==> config.mk <==
export PLATFORM = sky130hd
export DESIGN_NAME = clocking_drive_sched
export DESIGN_NICKNAME = d
export VERILOG_FILES = /design/src/rtl/clocking_drive_sched.sv
export SDC_FILE = /design/constraint.sdc
export NUM_CORES = 1
export LEC_CHECK = 0
export CORE_ASPECT_RATIO = 0.9
export CORE_MARGIN = 3
export CORE_UTILIZATION = 45
export CTS_CLUSTER_DIAMETER = 80
export DETAILED_ROUTE_END_ITERATION = 6
export PLACE_DENSITY_LB_ADDON = 0.15
export SETUP_SLACK_MARGIN = 0.1
export SKIP_LAST_GASP = 1
export SLEW_MARGIN = 10
export SYNTH_ARGS = -nofsm -noshare
export SYNTH_HDL_FRONTEND = slang
export SYNTH_SLANG_ARGS = --single-unit
==> constraint.sdc <==
create_clock -name clock -period 1.4 [get_ports clock]
set_input_delay 0.14 -clock clock [delete_from_list [all_inputs] [get_ports clock]]
set_output_delay 0.14 -clock clock [all_outputs]
set_load 0.1 [all_outputs]
==> src/rtl/clocking_drive_sched.sv <==
// clocking_drive_sched: NUM_CH-channel input-skew sampler plus per-channel ##N drive scheduler.
// Define CLK_SCHED_OVERWRITE_EN to let a new request restart a busy channel instead of stalling.
module clocking_drive_sched #(
    parameter int NUM_CH    = 2,
    parameter int WIDTH     = 8,
    parameter int IN_SKEW   = 2,
    parameter int MAX_DELAY = 15,
    parameter int DW        = $clog2(MAX_DELAY + 1),
    parameter int CHW       = (NUM_CH > 1) ? $clog2(NUM_CH) : 1
) (
    input  logic                    clock,
    input  logic                    reset,
    input  logic [NUM_CH*WIDTH-1:0] in_data,
    output logic [NUM_CH*WIDTH-1:0] smp_data,
    input  logic                    req_valid,
    output logic                    req_ready,
    input  logic [CHW-1:0]          req_ch,
    input  logic [WIDTH-1:0]        req_data,
    input  logic [DW-1:0]           req_delay,
    output logic [NUM_CH*WIDTH-1:0] drv_data,
    output logic [NUM_CH-1:0]       drv_strobe,
    output logic [NUM_CH-1:0]       busy
);

    typedef enum logic {ST_IDLE = 1'b0, ST_WAIT = 1'b1} state_e;

    // Each channel's FSM state is kept in state_q so checkers can bind to it directly.
    state_e             state_q [NUM_CH];
    state_e             state_d [NUM_CH];
    logic [DW-1:0]      cnt_q   [NUM_CH];
    logic [DW-1:0]      cnt_d   [NUM_CH];
    logic [WIDTH-1:0]   hold_q  [NUM_CH];
    logic [WIDTH-1:0]   hold_d  [NUM_CH];
    logic [WIDTH-1:0]   drv_q   [NUM_CH];
    logic [WIDTH-1:0]   drv_d   [NUM_CH];
    logic [NUM_CH-1:0]  strobe_q, strobe_d;
    logic [NUM_CH-1:0]  acc_ch;
    logic               ch_ok;
    logic [DW-1:0]      req_delay_sat;

    if (IN_SKEW == 0) begin : g_pass
        assign smp_data = in_data;
    end else begin : g_skew
        logic [NUM_CH*WIDTH-1:0] pipe_q [IN_SKEW];
        logic [NUM_CH*WIDTH-1:0] pipe_d [IN_SKEW];

        always_comb begin
            pipe_d[0] = in_data;
            for (int i = 1; i < IN_SKEW; i++) pipe_d[i] = pipe_q[i-1];
        end

        always_ff @(posedge clock) begin
            for (int i = 0; i < IN_SKEW; i++) begin
                if (reset) pipe_q[i] <= '0;
                else       pipe_q[i] <= pipe_d[i];
            end
        end

        assign smp_data = pipe_q[IN_SKEW-1];
    end

    if (NUM_CH == (1 << CHW)) begin : g_ch_all
        assign ch_ok = 1'b1;
    end else begin : g_ch_lim
        assign ch_ok = (req_ch < CHW'(NUM_CH));
    end

    // The clamp only exists when req_delay can encode values beyond MAX_DELAY.
    if (((1 << DW) - 1) > MAX_DELAY) begin : g_sat
        assign req_delay_sat = (req_delay > DW'(MAX_DELAY)) ? DW'(MAX_DELAY) : req_delay;
    end else begin : g_nosat
        assign req_delay_sat = req_delay;
    end

    // Handshake: a request is taken on a rising edge where req_valid && req_ready;
    // req_ready depends only on req_ch and current state, never on req_valid.
`ifdef CLK_SCHED_OVERWRITE_EN
    assign req_ready = ch_ok;
`else
    logic sel_busy;
    always_comb begin
        sel_busy = 1'b0;
        for (int c = 0; c < NUM_CH; c++) begin
            if (req_ch == CHW'(c)) sel_busy = (state_q[c] == ST_WAIT);
        end
    end
    assign req_ready = ch_ok && !sel_busy;
`endif

    always_comb begin
        acc_ch = '0;
        for (int c = 0; c < NUM_CH; c++) begin
            acc_ch[c] = req_valid && req_ready && (req_ch == CHW'(c));
        end
    end

    always_comb begin
        strobe_d = '0;
        for (int c = 0; c < NUM_CH; c++) begin
            state_d[c] = state_q[c];
            cnt_d[c]   = cnt_q[c];
            hold_d[c]  = hold_q[c];
            drv_d[c]   = drv_q[c];
            case (state_q[c])
                ST_IDLE: begin
                    if (acc_ch[c]) begin
                        state_d[c] = ST_WAIT;
                        cnt_d[c]   = req_delay_sat;
                        hold_d[c]  = req_data;
                    end
                end
                ST_WAIT: begin
                    if (cnt_q[c] == '0) begin
                        drv_d[c]    = hold_q[c];
                        strobe_d[c] = 1'b1;
                        state_d[c]  = ST_IDLE;
                    end else begin
                        cnt_d[c] = cnt_q[c] - DW'(1);
                    end
`ifdef CLK_SCHED_OVERWRITE_EN
                    // A new request restarts the wait; on the apply edge the old value still lands.
                    if (acc_ch[c]) begin
                        state_d[c] = ST_WAIT;
                        cnt_d[c]   = req_delay_sat;
                        hold_d[c]  = req_data;
                    end
`endif
                end
                default: state_d[c] = ST_IDLE;
            endcase
        end
    end

    always_ff @(posedge clock) begin
        if (reset) begin
            for (int c = 0; c < NUM_CH; c++) begin
                state_q[c] <= ST_IDLE;
                cnt_q[c]   <= '0;
                hold_q[c]  <= '0;
                drv_q[c]   <= '0;
            end
            strobe_q <= '0;
        end else begin
            for (int c = 0; c < NUM_CH; c++) begin
                state_q[c] <= state_d[c];
                cnt_q[c]   <= cnt_d[c];
                hold_q[c]  <= hold_d[c];
                drv_q[c]   <= drv_d[c];
            end
            strobe_q <= strobe_d;
        end
    end

    always_comb begin
        drv_data = '0;
        busy     = '0;
        for (int c = 0; c < NUM_CH; c++) begin
            drv_data[c*WIDTH +: WIDTH] = drv_q[c];
            busy[c] = (state_q[c] == ST_WAIT);
        end
    end

    assign drv_strobe = strobe_q;

endmodule

==> key figures <==
Pwr
  • Max IR drop VDD: 0.822 mV
  • Power per Cell Area: approximately 1200 mW/mm²
  • NetSw: ~1.4 mW
  • Reg power frac: 0.476
  • Lkg Pwr: about 1.6 nW
  • Comb pwr share: 0.199
  • Cell-internal power: around 3.6 mW
  • Clock network power share: 0.325
  • Pwr Total: 4.96 mW
  • Sw Share: 0.282

Synth
  • Commonest cells post-synth: dfxtp_1 (76), nand2_1 (69), nor2b_1 (38)
  • Yosys top cell area share: 0.565
  • Post-synthesis async set-or-reset flop share: 0
  • Top_reg_cell synth: dfxtp_1
  • Register area share after synthesis: 0.565
  • Syn nets: 323
  • Synth unique cells: 34
  • Syn Area/Cell: a little over 9 µm²
  • #FFs+latches synth: 76
  • Ranking of synthesized cells by area: dfxtp_1 (57%), nand2_1 (9.6%), nor2b_1 (8.8%)
  • Netlist Area Pre-Place: 0.00269 mm²
  • Synth Instances: roughly 290
  • Most frequent cell after synthesis: dfxtp_1
  • Post-synth EDFFs: 0
  • Synth warn: 0
  • Area leader, netlist: dfxtp_1

Finish
  • Layout cells sized above 1: 0.271
  • N_diodes: 0
  • Nets: 409
  • P&R area growth vs syn: 57.3%
  • Fillers: 422
  • Final cell count without fillers: 450

Die
  • Die Wd: 87.5 µm
  • Die Footprint: around 0.0069 mm²
  • Row cnt: 26
  • Core ar.: 0.00573 mm²
  • I/O pin count: 69
  • Die Y: 79.4 µm
  • Initial Util: 0.470

Critical path
  • Kind of critical path: flip-flop to flip-flop
  • Req. time, crit path: 1.66 ns
  • Crit Path Max Fanout: 5
  • Worst setup EP type: flip-flop
  • Crit path DAT: 1.54 ns
  • CP Launch Type: flip-flop

STA
  • Crit path time final: 1.28 ns
  • Final Hold Fails: 0
  • RSZ-0062 raised after global routing: yes
  • Final setup margin: 0.117 ns
  • Final Setup Violations: 0
  • Period Utilization, post-route: 0.916
  • Max frequency: about 0.78 GHz
  • Slew Viols, Final: 0
  • Clk_skew: 0.00977 ns
  • Setup TNS: 0 ns
  • Headroom to the max-slew limit: 0.629
  • Slew @ Worst Pin: 0.557 ns

Global routing
  • Met1 GRT Util: 0.222
  • GR Layer Usage met2: 0.311
  • Vias in the first global route: 2,157
  • Tot GR Track Use: 0.185
  • Largest net degree at the start of global routing: 31
  • Met3 Usage GRT: 0.0633
  • First-pass GRT wire length: 9.88 mm
  • Gr busiest metal: met2
  • Overflow after GRT: 0
  • Initial antenna violation count: 0

Detailed routing
  • WL final: 5.81 mm
  • Routed WL per cell: 12.9 µm
  • Residual DRC: 0
  • Vias post-DR: around 2,200
  • Initial DRT Pass Iterations: 4
  • Antenna Violating Nets Remaining: 0
  • DR iter-0 viols: between 100 and 150
  • Vias per cell: around 4.9

Clock network
  • Skew-Pair Late Insertion Delay: 0.34 ns
  • CTS Sinks: 76
  • Reg clk slew, reported paths: 0.08 ns
  • H-Tree Level Count: 3
  • CTS Hold Buffers Added: 0
  • CTS tree: done
  • Max clock buf depth: 2
  • Clk root buf: clkbuf_8
  • Total CTS buffers: 9

Placement
  • Port bufs: 68
  • Final Wtd Congestion: 0.765
  • DP Worst Slack: -0.0779 ns
  • Placed cells: ~430
  • Final HPWL DP: 4.19 mm

Run status
  • Status: completed

Worst hold path
  • Worst hold path class: primary input to flip-flop

Flow run
  • Max-cap viol count: 0
## worst max-delay path: stages, from the launching register on
cell	delay, ns
dfxtp_2	0.36
inv_2	0.05
ha_4	0.17
nor3b_2	0.16
or3_1	0.31
a31oi_1	0.15
## routing by layer
| layer | part of all wire | wire, µm |
|---|---|---|
| met3 | 0.054 | 311 |
| met2 | 0.52 | 3000 |
| met5 | 0 | 0 |
| met4 | 0.012 | 72 |
| met1 | 0.42 | 2420 |
## kinds of logic after synthesis
family	after synthesis	share of synthesized area
DFF	76	0.565
and+or+nand+nor	133	0.261
AOI/OAI and AO/OA	50	0.105
adders and majority gates	2	0.00930
buffers and inverters	25	0.0479
muxes	3	0.0112
## cell type report
type,instances,area (µm²),area share
Sequential cell,76,1530,0.362
Inverter,6,22.5,0.00532
Clock inverter,6,62.6,0.0148
Timing Repair Buffer,94,1260,0.297
Multi-Input combinational cell,188,1140,0.270
Tap cell,70,87.6,0.0207
Clock buffer,10,128,0.0302
## through the flow
step	util	hold slack (ns)	instance area, µm²
6_report	0.739	0.267	4230
5_1_grt	0.739	0.292	4230
4_1_cts	0.719	0.258	4120
3_5_place_dp	0.678	0.420	3880
3_3_place_gp	0.678	0.416	3880
2_1_floorplan	-	0.268	2720
## cell usage in the layout, fill, tap and decap left out, types with 2 or more instances in the layout
cell type and n:
inv_6 2, clkinv_2 3, a21oi_2 3, a31oi_1 2
nor2_1 4, inv_2 5, nand4bb_4 2, nand2_1 69
o221ai_1 2, a21oi_1 34, buf_12 38, clkdlybuf4s50_1 29
o211ai_1 4, dfxtp_1 70, mux2i_1 2, dfxtp_2 4
or3_1 2, ha_4 2, and3b_1 3, nand3_1 2
nor2b_1 38, clkbuf_8 9, nor4_1 3, dfxtp_4 2
nand3b_1 2, buf_4 24
## path summary, 6_finish.rpt
kind | slack, ns | start | endpoint | cells past startpoint
hold / removal | 0.27 | reset | drv_strobe[1] | 2
setup reg to reg | 0.12 | cnt_q[0][1] | cnt_q[0][0] | 5
hold reg to reg | 0.44 | g_skew.pipe_q[0][9] | g_skew.pipe_q[1][9] | 1
setup / recovery | 0.12 | cnt_q[0][1] | cnt_q[0][0] | 5
## flip-flops by register name, summed over array words and instances, names as in the netlist
signal,flops
g_skew.pipe_q,32
drv_q,16
hold_q,16
cnt_q,8
drv_strobe,2
state_q,2
## repair_timing
item / in CTS / in global routing
buffers inserted: 1 / 6
endpoints found under the setup margin: 24 / 21
resized for setup: 9 / 13
pin swaps: 1 / 2
## power groups by stage
| stage | Clock [mW] | Sequential, mW | Combinational [mW] |
|---|---|---|---|
| floorplan | 0 | 2.59 | 0.331 |
| global placement | 0 | 2.40 | 0.864 |
| detailed placement | 0 | 2.40 | 0.884 |
| CTS | 1.67 | 2.36 | 0.915 |
| global route | 1.77 | 2.37 | 1.05 |
| finish | 1.61 | 2.36 | 0.986 |
(Power assumes the default switching activity.)
